===== src/rtl/output_port_arbiter.sv =====
// output_port_arbiter
// Round-robin arbiter sharing one router output port among N_PORTS input
// buffers. Pops at most one flit per cycle from the winning buffer, registers
// it onto the output link and tracks downstream space with a credit counter.
//
// Optional build macro: OUTPUT_ARB_PACKET_LOCK_EN
//   When defined, a grant whose flit has the tail bit (DATA_WIDTH-1) clear
//   locks the output to that port until its tail flit goes out (wormhole).
//   When undefined, arbitration is per flit and the tail bit is ignored.
//
// lock state (macro builds only)
//   state    | meaning
//   lock_q=0 | free: any requester may win, search starts at rr_ptr_q
//   lock_q=1 | packet open: only lock_port_q may issue until its tail flit

module output_port_arbiter #(
    parameter int N_PORTS    = 5,
    parameter int DATA_WIDTH = 16,
    parameter int CREDITS    = 5,
    parameter int CNT_WIDTH  = 3
) (
    input  logic                          clk,
    input  logic                          reset,
    input  logic [N_PORTS-1:0]            buf_empty_i,
    input  logic [N_PORTS*DATA_WIDTH-1:0] buf_data_i,
    output logic [N_PORTS-1:0]            buf_read_o,
    output logic [DATA_WIDTH-1:0]         out_data_o,
    output logic                          out_valid_o,
    input  logic                          credit_i,
    output logic [CNT_WIDTH-1:0]          credit_cnt_o,
    output logic [N_PORTS-1:0]            grant_o,
    output logic                          credit_err_o
);

    localparam int PTR_W = (N_PORTS > 1) ? $clog2(N_PORTS) : 1;

    logic [PTR_W-1:0]      rr_ptr_q, rr_ptr_d;
    logic [CNT_WIDTH-1:0]  credit_cnt_q, credit_cnt_d;
    logic                  credit_err_q, credit_err_d;
    logic [DATA_WIDTH-1:0] out_data_q, out_data_d;
    logic                  out_valid_q, out_valid_d;
    logic [N_PORTS-1:0]    grant_q, grant_d;

    logic [N_PORTS-1:0]    req;
    logic [N_PORTS-1:0]    req_eff;
    logic [DATA_WIDTH-1:0] data_arr [N_PORTS];
    logic                  win_found;
    logic [PTR_W-1:0]      win_idx;
    logic [DATA_WIDTH-1:0] win_data;
    logic [N_PORTS-1:0]    win_onehot;
    logic                  issue;

    assign req = ~buf_empty_i;

`ifdef OUTPUT_ARB_PACKET_LOCK_EN
    logic             lock_q, lock_d;
    logic [PTR_W-1:0] lock_port_q, lock_port_d;

    // While a packet is open, mask every request except the locked port.
    always_comb begin
        req_eff = req;
        if (lock_q) begin
            req_eff = req & (N_PORTS'(1) << lock_port_q);
        end
    end
`else
    assign req_eff = req;
`endif

    // Unpack the flat head-flit bus into one entry per port.
    always_comb begin
        for (int p = 0; p < N_PORTS; p++) begin
            data_arr[p] = buf_data_i[p*DATA_WIDTH +: DATA_WIDTH];
        end
    end

    // Rotating priority search: first requester at or after rr_ptr_q wins.
    always_comb begin
        logic [PTR_W:0]   sum;
        logic [PTR_W-1:0] idx;
        win_found = 1'b0;
        win_idx   = '0;
        sum       = '0;
        idx       = '0;
        for (int k = 0; k < N_PORTS; k++) begin
            sum = {1'b0, rr_ptr_q} + (PTR_W+1)'(k);
            if (sum >= (PTR_W+1)'(N_PORTS)) begin
                sum = sum - (PTR_W+1)'(N_PORTS);
            end
            idx = sum[PTR_W-1:0];
            if (!win_found && req_eff[idx]) begin
                win_found = 1'b1;
                win_idx   = idx;
            end
        end
    end

    assign win_data   = data_arr[win_idx];
    assign win_onehot = N_PORTS'(1) << win_idx;

    // The pop strobe is held off during reset so buffers are never drained then.
    assign issue      = reset & win_found & (credit_cnt_q != '0);
    assign buf_read_o = issue ? win_onehot : '0;

    // Next-state for the output link, pointer and credit bookkeeping.
    always_comb begin
        rr_ptr_d     = rr_ptr_q;
        out_data_d   = out_data_q;
        grant_d      = grant_q;
        out_valid_d  = issue;
        credit_cnt_d = credit_cnt_q;
        credit_err_d = credit_err_q;

        if (issue) begin
            out_data_d = win_data;
            grant_d    = win_onehot;
            // While locked the winner is always lock_port, so this also
            // yields lock_port+1 when the tail flit closes the packet.
            rr_ptr_d   = (win_idx == PTR_W'(N_PORTS-1)) ? '0 : win_idx + 1'b1;
        end

        case ({issue, credit_i})
            2'b10: credit_cnt_d = credit_cnt_q - 1'b1;
            2'b01: begin
                if (credit_cnt_q == CNT_WIDTH'(CREDITS)) begin
                    credit_err_d = 1'b1;
                end else begin
                    credit_cnt_d = credit_cnt_q + 1'b1;
                end
            end
            default: ;
        endcase
    end

`ifdef OUTPUT_ARB_PACKET_LOCK_EN
    // A non-tail flit opens (or keeps open) the packet; a tail flit closes it.
    always_comb begin
        lock_d      = lock_q;
        lock_port_d = lock_port_q;
        if (issue) begin
            if (!win_data[DATA_WIDTH-1]) begin
                lock_d      = 1'b1;
                lock_port_d = win_idx;
            end else begin
                lock_d = 1'b0;
            end
        end
    end

    // Packet lock registers.
    always_ff @(posedge clk or negedge reset) begin
        if (!reset) begin
            lock_q      <= 1'b0;
            lock_port_q <= '0;
        end else begin
            lock_q      <= lock_d;
            lock_port_q <= lock_port_d;
        end
    end
`endif

    // Arbiter state and registered output link.
    always_ff @(posedge clk or negedge reset) begin
        if (!reset) begin
            rr_ptr_q     <= '0;
            credit_cnt_q <= CNT_WIDTH'(CREDITS);
            credit_err_q <= 1'b0;
            out_data_q   <= '0;
            out_valid_q  <= 1'b0;
            grant_q      <= '0;
        end else begin
            rr_ptr_q     <= rr_ptr_d;
            credit_cnt_q <= credit_cnt_d;
            credit_err_q <= credit_err_d;
            out_data_q   <= out_data_d;
            out_valid_q  <= out_valid_d;
            grant_q      <= grant_d;
        end
    end

    assign out_data_o   = out_data_q;
    assign out_valid_o  = out_valid_q;
    assign grant_o      = grant_q;
    assign credit_cnt_o = credit_cnt_q;
    assign credit_err_o = credit_err_q;

endmodule


===== config.mk =====
export PLATFORM = sky130hd
export DESIGN_NAME = output_port_arbiter
export DESIGN_NICKNAME = d
export VERILOG_FILES = /design/src/rtl/output_port_arbiter.sv
export SDC_FILE = /design/constraint.sdc
export NUM_CORES = 1
export LEC_CHECK = 0
export ABC_AREA = 1
export CORE_ASPECT_RATIO = 0.6
export CORE_MARGIN = 5
export CORE_UTILIZATION = 50
export DETAILED_ROUTE_END_ITERATION = 7
export HOLD_SLACK_MARGIN = 0.12
export PLACE_DENSITY = 0.95
export SLEW_MARGIN = 20
export SYNTH_ARGS = -nofsm -noshare
export SYNTH_HDL_FRONTEND = slang
export SYNTH_SLANG_ARGS = --single-unit

===== constraint.sdc =====
create_clock -name clk -period 8.52 [get_ports clk]
set_clock_uncertainty 0.1 [all_clocks]
set_input_delay 1.704 -clock clk [delete_from_list [all_inputs] [get_ports clk]]
set_output_delay 1.704 -clock clk [all_outputs]
set_load 0.005 [all_outputs]

Word level (Yosys, flattened, before mapping)
Index checks and enable logic that the tools add are counted.
- equality and inequality tests: 5
- bitwise logic cells: 4
- reductions and logical operators: 12
- magnitude comparators: 11
- shift-type cells: 1
- $add $sub $neg: 12
- multiplexer cells: 32
- operator list (kind ; count):
    16-bit binary-select mux with 3-bit select ; 1
    3-bit 2-to-1 mux ; 12
    16-bit 2-to-1 mux ; 2
    3-bit by 4-bit less-than comparator with 1-bit output, second input constant ; 5
    4-bit by 3-bit >= comparator with 1-bit output, second input constant ; 4
    1-bit binary-select mux with 3-bit select ; 5
    3-bit subtractor, second input constant ; 5
    1-bit 2-to-1 mux ; 10
    3-bit by 2-bit adder with 4-bit output, second input constant ; 2
    3-bit by 1-bit adder with 3-bit output, second input constant ; 2
    3-bit equality test, second input constant ; 2
    3-bit one-hot mux with 2 select lines ; 1
    5-bit 2-to-1 mux ; 1
    5-bit inverter ; 1
    1-bit by 3-bit left shift with 5-bit output, first input constant ; 1
    3-bit by 1-bit adder with 4-bit output, second input constant ; 1
    3-bit by 3-bit adder with 4-bit output, second input constant ; 1
    4-bit >= comparator, second input constant ; 1
    1-bit logical AND ; 4
    1-bit logical NOT ; 4
    3-bit inverter with 4-bit output ; 1
    2-bit AND reduction ; 2
    3-bit >= comparator, second input constant ; 1
    3-bit nonzero test ; 1
    6 further kinds ; 7
- logic and storage cells: 83
- flip-flop bits (word level): 29

Logic depth before layout (Yosys ltp)
- word-level depth: 22
- mapped depth: 27

Least setup slack after synthesis
OpenSTA, ideal clock, no wires.
- kind: input to output
- start point: in buf_empty_i[1]
- end point: out buf_read_o[3]
- path slack: 3.403 ns
- buffers on the path: 1
- stages: 18
- data arrival time: 3.313 ns
- cell sequence: nand3_1 > nand2_1 > nand3_1 > nand2_1 > nand2_1 > nand2_1 > nand2_2 > nor2_4 > nand3_4 > clkinv_2 > nand2_4 > nand2_4 > buf_6 > inv_1 > ha_1 > ha_1 > inv_1 > nor2_1
- elaborated cells on any way between the ends: 33
- classes of those cells: shift (1); mux (21); bitwise (3); reduce/logical (8)
- RTL lines (what ; RTL line ; text):
    start: declaration ; 24 ; input logic [N_PORTS-1:0] buf_empty_i,
    5-bit inverter (*) ; 53 ; assign req = ~buf_empty_i;
    1-bit binary-select mux with 3-bit select ; 91 ; if (!win_found && req_eff[idx]) begin
    1-bit 2-to-1 mux (not written as such) ; 91 ;
    1-bit 2-to-1 mux ; 91 ;
    1-bit logical NOT ; 91 ;
    1-bit logical AND ; 91 ;
    1-bit 2-to-1 mux ; 91 ;
    1-bit logical NOT ; 91 ;
    [... 3 more ...] ; -- ;
    1-bit logical AND ; 91 ;
    1-bit 2-to-1 mux ; 91 ;
    1-bit logical NOT ; 91 ;
    1-bit logical AND ; 91 ;
    3-bit 2-to-1 mux (*) ; 91 ;
    1-bit by 3-bit left shift with 5-bit output (*) ; 99 ; assign win_onehot = N_PORTS'(1) << win_idx;
    via win_onehot[3] ; 50 ; logic [N_PORTS-1:0] win_onehot;
    5-bit 2-to-1 mux (*) ; 103 ; assign buf_read_o = issue ? win_onehot : '0;
    end: declaration ; 26 ; output logic [N_PORTS-1:0] buf_read_o,
Mark *: on every way through the listed nets, which the timed path passes. The rest lies on a longest branch. The select of a mux whose other input is x is not followed.

Worst setup path in the final report
Ends and elaborated chain as after synthesis.

==> metrics.cfg <==
[final_layout]
antenna_cells = 0
drive_gt1_share_pct = 6.93
nNetsFinal = 766
stdcell_area_um2 = 4560
syn_to_final_growth_pct = 37.4
nFillCells = 547

[clock_network]
insertion_delay_ps = 280
post_cts_buffers = 0
clock-sinks = 29
cts.clk_slew.worst_paths_ps = 70
cts_tree = done
cts_max_level = 2
numCtsBuffers = 5
cts_root_buffer = clkbuf_8
max-clock-path-buffers = 2
cts_resized = 0
hold_buffers = 0

[yosys]
syn_area_um2 = 3320
ys_top_cells_by_area = dfrtp_1, nand3_1, nand2_1
synthArstFlopShare_pct = 100
ys_seq_area_share_pct = 21.9
synth_ff_type = dfrtp_1
synth_seq_cells = 29
avgSynthCellArea_um2 = 5.96
synth_top_area_share_pct = 20.3
syn-num-nets = 660
synth_edf_count = 0
synth.distinct_cells = 37
syn_inst = 557
synth_warnings = 0
yosysTopAreaCell = dfrtp_1

[worst_hold_path]
hp-class = reg2reg

[setup_path]
cp_common_cell = nand2_1
worstReg2RegEnd = rr_ptr_q[2]$_DFFE_PN0P_
rr_worst_depth = 19
regToRegSetupSlack_ps = 3580
criticalPathCategory = in2out
cp.required_ps = 6720
crit_path_end_kind = primary output
crit_path_max_incr_delay_ps = 590
critPathArrivalTime_ps = 5300
slowest_stage = clkdlybuf4s50_1
worstSetupEndpoint = buf_read_o[3]
startpoint = buf_empty_i[1]
critPathLaunchType = input pin
reg2reg_from = rr_ptr_q[0]$_DFFE_PN0P_
crit_path_max_fanout = 36
cp_cell_sequence = clkdlybuf4s50_1 > nand3_1 > nand2_1 > nand3_1 > nand2_1 > nand2_1 > nand2_1 > inv_1 > nand3_1 > nand3_1 > nand2_1 > nand3_2 > nand2_4 > inv_1 > ha_1 > ha_1 > inv_1 > nor2_1 > clkdlybuf4s50_1

[detailed_routing]
vias_per_cell = 5.26
drc = 0
wl_per_cell_um = 14.8
ant_nets = 0
drt_iter0_markers = 426
vias = 3947
dr.pass1.iters = 6
wl_mm = 11.1

[global_route]
met1_usage_pct = 36.2
grt_max_degree = 45
grt_pass1_wl_mm = 17.6
grt-ovfl-total = 0
met3_usage_pct = 6.71
top_usage_layer = met2
antenna_found_initial = 0
grt_pass1_vias = 3606
grt_usage_pct = 26.1
grtUsageMet2_pct = 42.1

[flow_run]
cap_viol_max_count = 0

[die]
die_area_um2 = 8420
die_w_um = 115
start_util_pct = 50.6
ios = 119
die_h_um = 73.1
core_area_um2 = 6560
row_count = 23

[placement]
place_hpwl_mm = 9.04
postPlaceCellArea_um2 = 4480
dp_slack_ps = 1470
gp_congestion = 0.886
port_buffers = 118

[timing]
max-slew-margin-rel_pct = 46.5
timing.fmax_ghz = 0.141
finalSetupViolations = 0
slew_violations = 0
rsz0062_at_grt = false
tightest_slew_ps = 803
min_period_ps = 7100
final.setup.tns_ps = 0
min_period_over_period_pct = 83.3
finalHoldViolations = 0
setup_ws_ps = 1420

[outcome]
status = completed

[final cells by class]
class	count	area, um^2	area share [%]
Clock buffer	5	68.8	1.51
Sequential cell	29	728	16.0
Multi-Input combinational cell	389	2000	43.8
Inverter	119	453	9.93
Tap cell	87	109	2.39
Clock inverter	3	17.5	0.384
Timing Repair Buffer	119	1190	26.0
[synth_stat cells (3+ instances only)]
master / count
inv_2: 5
o21ai_0: 13
nand4_1: 5
o21ai_1: 8
inv_1: 110
nand3_2: 5
nor2_1: 26
ha_1: 13
nand2_2: 9
a21oi_1: 16
nand3b_1: 3
buf_6: 6
nand3_1: 118
nand2_4: 4
nand2_1: 151
dfrtp_1: 27
buf_2: 11
[worst max-delay path, delay by kind of cell]
kind	cells	cell delay (ps)
simple gates	12	1820
buf+inv	5	1340
fa+ha+maj	2	390
[logic make-up after synthesis]
family | Yosys count | share of synthesized area [%]
AND/OR/NAND/NOR | 326 | 45.3
buffers and inverters | 139 | 17.9
AO/OA/AOI/OAI | 45 | 7.72
flip-flops | 29 | 21.9
adder cells (fa/ha/maj) | 15 | 6.10
XOR/XNOR | 3 | 1.02
[cell usage in the layout, fill, tap and decap left out, types with 2 or more instances in the layout]
| cell type | instances |
|---|---|
| nand2_1 | 151 |
| nand3_1 | 118 |
| clkdlybuf4s50_1 | 118 |
| inv_1 | 110 |
| dfrtp_1 | 27 |
| nor2_1 | 26 |
| a21oi_1 | 16 |
| o21ai_0 | 13 |
| ha_1 | 13 |
| nand2_2 | 9 |
| o21ai_1 | 8 |
| inv_2 | 5 |
| nand3_2 | 5 |
| nand4_1 | 5 |
| clkbuf_8 | 5 |
| nand2_4 | 4 |
| nand3b_1 | 3 |
| clkinv_2 | 3 |
| inv_4 | 2 |
| nor3_1 | 2 |
| o21ai_2 | 2 |
| xor2_1 | 2 |
| fa_1 | 2 |
| dfstp_2 | 2 |
[flip-flops by register name, summed over array words and instances, names as in the netlist]
signal        flops
out_data_o       16
out_valid_o       1
rr_ptr_q          3
grant_o           5
credit_err_o      1
credit_cnt_o      3
[metrics by stage]
step / hold WS [ps] / cells / util [%]
2_1_floorplan: 366 / 557 / -
6_report: 376 / 751 / 69.5
3_5_place_dp: 363 / 743 / 68.2
3_3_place_gp: 358 / 743 / 68.2
5_1_grt: 382 / 751 / 69.5
4_1_cts: 377 / 751 / 69.5
[how the worst min path moves through the flow]
stage                                   from                       end  slack (ps)  cells past startpoint
floorplan           credit_err_o$_DFFE_PN0P_  credit_err_o$_DFFE_PN0P_         370                      1
detailed placement  credit_err_o$_DFFE_PN0P_  credit_err_o$_DFFE_PN0P_         360                      1
CTS                 credit_err_o$_DFFE_PN0P_  credit_err_o$_DFFE_PN0P_         380                      1
global placement    credit_err_o$_DFFE_PN0P_  credit_err_o$_DFFE_PN0P_         360                      1
finish              credit_err_o$_DFFE_PN0P_  credit_err_o$_DFFE_PN0P_         380                      1
global route        credit_err_o$_DFFE_PN0P_  credit_err_o$_DFFE_PN0P_         380                      1
[metal layers]
| metal | part of all wire [%] | vias to the layer above |
|---|---|---|
| met2 | 44 | 215 |
| met3 | 11 | 12 |
| met4 | 0.70 | 0 |
| met1 | 44 | 1776 |
| li1 | - | 1944 |
| met5 | 0 | - |
Power is left out: the tool's default activity adds up to more than one toggle a clock period on the data nets, which glitch-free logic cannot reach.
==> variant 1: new RTL, same flow settings <==
Put one more register stage on the output `credit_cnt_o`, with the module's reset. The value now appears one clock later. The other outputs are not delayed to match.
--- a/src/rtl/output_port_arbiter.sv
+++ b/src/rtl/output_port_arbiter.sv
@@ -182,5 +182,11 @@
     assign out_valid_o  = out_valid_q;
     assign grant_o      = grant_q;
-    assign credit_cnt_o = credit_cnt_q;
+    always_ff @(posedge clk or negedge reset) begin
+        if (!reset) begin
+            credit_cnt_o <= '0;
+        end else begin
+            credit_cnt_o <= credit_cnt_q;
+        end
+    end
     assign credit_err_o = credit_err_q;
 
Formal check against the unedited RTL: not equivalent (a bounded check fails within 4 cycles, from zero or initial values and one cycle with reset low).
==> variant 1 against the original RTL <==
Routed wire length increased by 1.1%. Critical endpoint is now buf_read_o[4]. Non-clock buffer count unchanged. Area after synthesis up 3.7%. Final area grew 4.8%. Worst setup slack lost 0.034 ns. Sequential cell count up 3. Final cell count is 0.93% higher. Sequential share of layout area grew 0.84 points. Worst hold slack got worse by 0.066 ns. First-iteration DRC count rose by 15%.
Power is left out: the tool's default activity adds up to more than one toggle a clock period on the data nets, which glitch-free logic cannot reach.
==> variant 1: results (changes against the original RTL) <==
setup_path:
  cp_max_fo: 21  # -42%
  crit_arrival_ns: 5.33  # +0.03 ns
  cp_slowest_stage_delay_ns: 0.68  # +0.09 ns
  crit_end: "buf_read_o[4]"
  slowest_stage: "o2111ai_2"
  cp-startpoint: "buf_empty_i[1]"
  reg2reg_depth: 18  # -1
  r2r_end: "rr_ptr_q[2]"
  r2r_slack_ns: 3.71  # +0.13 ns
  crit_family: "simple AND/OR/NAND/NOR gates"
  crit-reg2reg-launch: "rr_ptr_q[0]"
logic_synthesis:
  async_flop_share: 1.00  # unchanged
  ys.flop_type: "dfrtp_1"
  synth_commonest_cells: "154 x nand2_1, 117 x nand3_1, 115 x inv_1, 30 x dfrtp_1, 26 x nor2_1"
  synthTopCellsByArea: "dfrtp_1 22%, nand3_1 17%, nand2_1 17%, inv_1 13%, ha_1 4.7%"
  ys_seq_area_frac: 0.233  # +0.0139
  postSynthAreaPerCell_um2: 6.11  # +2.4%
  synthDistinctLibCells: 37  # unchanged
  yosys_warnings: 0  # unchanged
  syn_nets: 667  # +1.1%
global_route:
  grt_pass1_wl_mm: 18.2  # +3.3%
  first_global_vias: 3867  # +7.2%
  antenna_found_initial: 0  # unchanged
  grt_max_degree: 45  # unchanged
  grt.total_usage: 0.267  # +0.00582
min_path:
  hp-start: "credit_cnt_q[2]"
  hold_end: "credit_cnt_o[2]"
  hold_path_class: "reg -> reg"
  hold_depth: 0  # -1
final_layout:
  nets: 773  # +0.91%
  final_layout_size_suffix_gt1_frac: 0.0700  # +0.000768
  antenna_cells: 0  # unchanged
  largest_reg_flops: 16  # unchanged
  fin_cells: 758  # +0.93%
clocking:
  clk_path_buf_depth: 2  # unchanged
  cts_buffers: 5  # unchanged
  cts_setup_buffers: 0  # unchanged
  cts_root_buf: "clkbuf_16"
  clock_latency_ns: 0.28  # about the same
  htreeDepth: 2  # unchanged
  cts_resized: 0  # unchanged
  path_clk_slew_ns: 0.05  # -0.02 ns
placement:
  post-place-cells: 750  # +0.94%
  place.gp.congestion: 0.951  # +7.3%
  dp_hpwl_mm: 8.89  # -1.6%
  place_area_mm2: 0.00460  # +2.7%
  dpl_worst_slack_ns: 1.50  # +0.0242 ns
  numPortBuffers: 118  # unchanged
timing:
  max-slew-margin-rel: 0.471  # +0.00607
  period_share: 0.837  # +0.00396
  timing.hold.ws_ns: 0.310  # -0.0656 ns
drt:
  drt-pass1-iter-count: 6  # unchanged
  drtIter0Drc: 491  # +15%
  via_per_inst: 5.33  # +1.4%
  routedWlPerCell_um: 14.8  # +0.20%
run:
  max_cap_viol_count: 0  # unchanged
status:
  outcome: "finished, final reports clean"
-- variant 1: final cells by class --
type | instances | area [µm²]
Multi-Input combinational cell | 390 | 2030
Fill cell | 506 | 1900
Tap cell | 87 | 109
Sequential cell | 32 | 803
Timing Repair Buffer | 119 | 1190
Clock inverter | 1 | 30.0
Clock buffer | 7 | 153
Inverter | 122 | 465
-- variant 1: worst register-to-register path, delay by kind of cell (launching register included) --
kind | cells | cell delay, ns
DFF | 1 | 0.62
adders and majority gates | 3 | 1.08
and+or+nand+nor | 9 | 1.60
AOI/OAI and AO/OA | 2 | 0.84
buffers and inverters | 4 | 0.46
-- variant 1: cells by family after synthesis --
kind of cell,share of synthesized area
compound gates,0.0745
xor+xnor,0.00981
fa+ha+maj,0.0588
buf+inv,0.177
flops,0.233
simple gates,0.447
-- variant 1: layer usage --
layer  share of wire  track usage  vias up
met5               0            0        -
met4           0.020       0.0903        0
met3            0.10       0.0642       25
met2            0.45        0.422      242
met1            0.43        0.361     1810
li1                -            -     1962
==> variant 2: new RTL, same flow settings <==
Made on the original files. Build with the macro `OUTPUT_ARB_PACKET_LOCK_EN` defined.
--- a/src/rtl/output_port_arbiter.sv
+++ b/src/rtl/output_port_arbiter.sv
@@ -13,4 +13,6 @@
 //   lock_q=0 | free: any requester may win, search starts at rr_ptr_q
 //   lock_q=1 | packet open: only lock_port_q may issue until its tail flit
+
+`define OUTPUT_ARB_PACKET_LOCK_EN
 
 module output_port_arbiter #(
Function: changed (Yosys sat finds a counterexample within 4 cycles, from zero or initial values and one cycle with reset low).
==> variant 2 against the original RTL <==
Worst setup slack better by 0.22 ns. Final area fell by 1.6%. Maximum frequency is 3.3% higher. Sequential cell count rose by 4. Routed wire length is 0.58% lower. Final cell count decreased by 5.2%. Area after synthesis fell by 2.5%. Via count shrank 1.5%. Global-route usage rose by 0.15 points. Critical path depth decreased by 6. Register-to-register slack got worse by 0.07 ns. Core utilization increased by 2.9 points. Critical path type unchanged. Largest cell class unchanged.
Power is left out: the tool's default activity adds up to more than one toggle a clock period on the data nets, which glitch-free logic cannot reach.
==> variant 2: results (changes against the original RTL) <==
clocking:
  cts_setup_buffers: 0  # unchanged
  clk_path_buf_depth: 2  # unchanged
  path_clk_slew_ns: 0.07  # about the same
  htreeDepth: 2  # unchanged
  cts_buffers: 5  # unchanged
setup_path:
  cp_max_fo: 32  # -11%
  crit_arrival_ns: 5.07  # -0.23 ns
  reg2reg_depth: 23  # +4
drt:
  drtIter0Drc: 439  # +3.1%
  routed-via-count: 3886  # -1.5%
  drt-pass1-iter-count: 5  # -1
  routedWlPerCell_um: 15.5  # +4.9%
final_layout:
  fillerInstances: 503  # -8.0%
  final_layout_size_suffix_gt1_frac: 0.0732  # +0.00397
  nets: 730  # -4.7%
  antenna_cells: 0  # unchanged
  largest_reg_flops: 16  # unchanged
min_path:
  hold_path_class: "reg -> reg"
  hold_depth: 2  # +1
logic_synthesis:
  synthTopCellsByArea: "nand2_1 27%, dfrtp_1 24%, nand3_1 13%, ha_1 5.0%, inv_1 4.8%"
  ys_seq_area_frac: 0.256  # +0.0365
  synthDistinctLibCells: 35  # -5.4%
  ys.flop_type: "dfrtp_1"
  synth_commonest_cells: "236 x nand2_1, 84 x nand3_1, 41 x inv_1, 31 x dfrtp_1, 18 x o21ai_0"
  syn_nets: 623  # -5.6%
  async_flop_share: 1.00  # unchanged
placement:
  place.gp.congestion: 0.991  # +12%
  dp_hpwl_mm: 8.62  # -4.6%
  numPortBuffers: 118  # unchanged
global_route:
  grt_max_degree: 37  # -18%
  first_global_vias: 3669  # +1.7%
  grt.total_usage: 0.262  # +0.00149
  grt_pass1_wl_mm: 17.6  # about the same
status:
  outcome: "finished, final reports clean"
timing:
  max-slew-margin-rel: 0.473  # +0.00827
## variant 2: changes by cell type after synthesis, sizes merged, moves of 4 or more
cell   before  now
a21oi      17    3
inv       117   50
dfrtp      27   31
nand4       5   13
nand3     124   90
nor2       28   13
nand2     164  247
## variant 2: worst paths after layout
kind                                startpoint  slack [ns]              end
worst max register to register     rr_ptr_q[0]        3.51  credit_cnt_o[2]
min in group asynchronous                reset        1.39  credit_cnt_o[1]
worst min register to register      grant_o[1]        0.39       grant_o[1]
max in group asynchronous                reset        6.41   out_data_o[12]
worst max-delay path            buf_empty_i[4]        1.64    buf_read_o[0]
worst min-delay path                grant_o[1]        0.39       grant_o[1]
## variant 2: cell type report
| class | instances | area [µm²] | area share |
|---|---|---|---|
| inverters | 51 | 194 | 0.0432 |
| flip-flops and latches | 33 | 828 | 0.185 |
| well taps | 84 | 105 | 0.0234 |
| repair buffers | 119 | 1180 | 0.264 |
| clock buffers | 7 | 86.3 | 0.0192 |
| multi-input cells | 417 | 2060 | 0.459 |
| clock inverters | 1 | 30.0 | 0.00669 |
## variant 2: through the flow
| stage | instances | util | cell area [µm²] | hold slack [ns] | setup slack, ns |
|---|---|---|---|---|---|
| floorplan | 520 | - | 3240 | 0.364 | 3.29 |
| global placement | 704 | 0.706 | 4370 | 0.363 | 1.74 |
| detailed placement | 704 | 0.706 | 4370 | 0.372 | 1.73 |
| CTS | 712 | 0.725 | 4490 | 0.390 | 1.74 |
| global route | 712 | 0.725 | 4490 | 0.407 | 1.36 |
| finish | 712 | 0.725 | 4490 | 0.387 | 1.64 |
## variant 2: worst max-delay path, stage by stage
cell and delay, ns:
clkdlybuf4s50_1 0.41, a21oi_1 0.50, nand4_1 0.20, nand2_1 0.20
nor2_4 0.06, nand2_2 0.07, inv_2 0.06, nand3_1 0.09
nand2_2 0.31, inv_2 0.57, nand2_1 0.21, nor2_1 0.15
clkdlybuf4s50_1 0.53
## variant 2: cell families (layout without fill, tap and decap cells)
| kind of cell | Yosys count | after routing | share of synthesized area |
|---|---|---|---|
| buffers and inverters | 70 | 178 | 0.108 |
| flip-flops | 33 | 33 | 0.256 |
| AO/OA/AOI/OAI | 30 | 30 | 0.0533 |
| XOR/XNOR | 7 | 7 | 0.0189 |
| AND/OR/NAND/NOR | 365 | 365 | 0.502 |
| adder cells (fa/ha/maj) | 15 | 15 | 0.0626 |
## variant 2: routing by layer
metal  routed length (µm)  vias to the layer above  global-route usage
li1                     -                     1874                   -
met1                 4780                     1782               0.362
met2                 5090                      220               0.431
met3                 1100                       10              0.0575
met4                   74                        0              0.0461
met5                    0                        -                   0
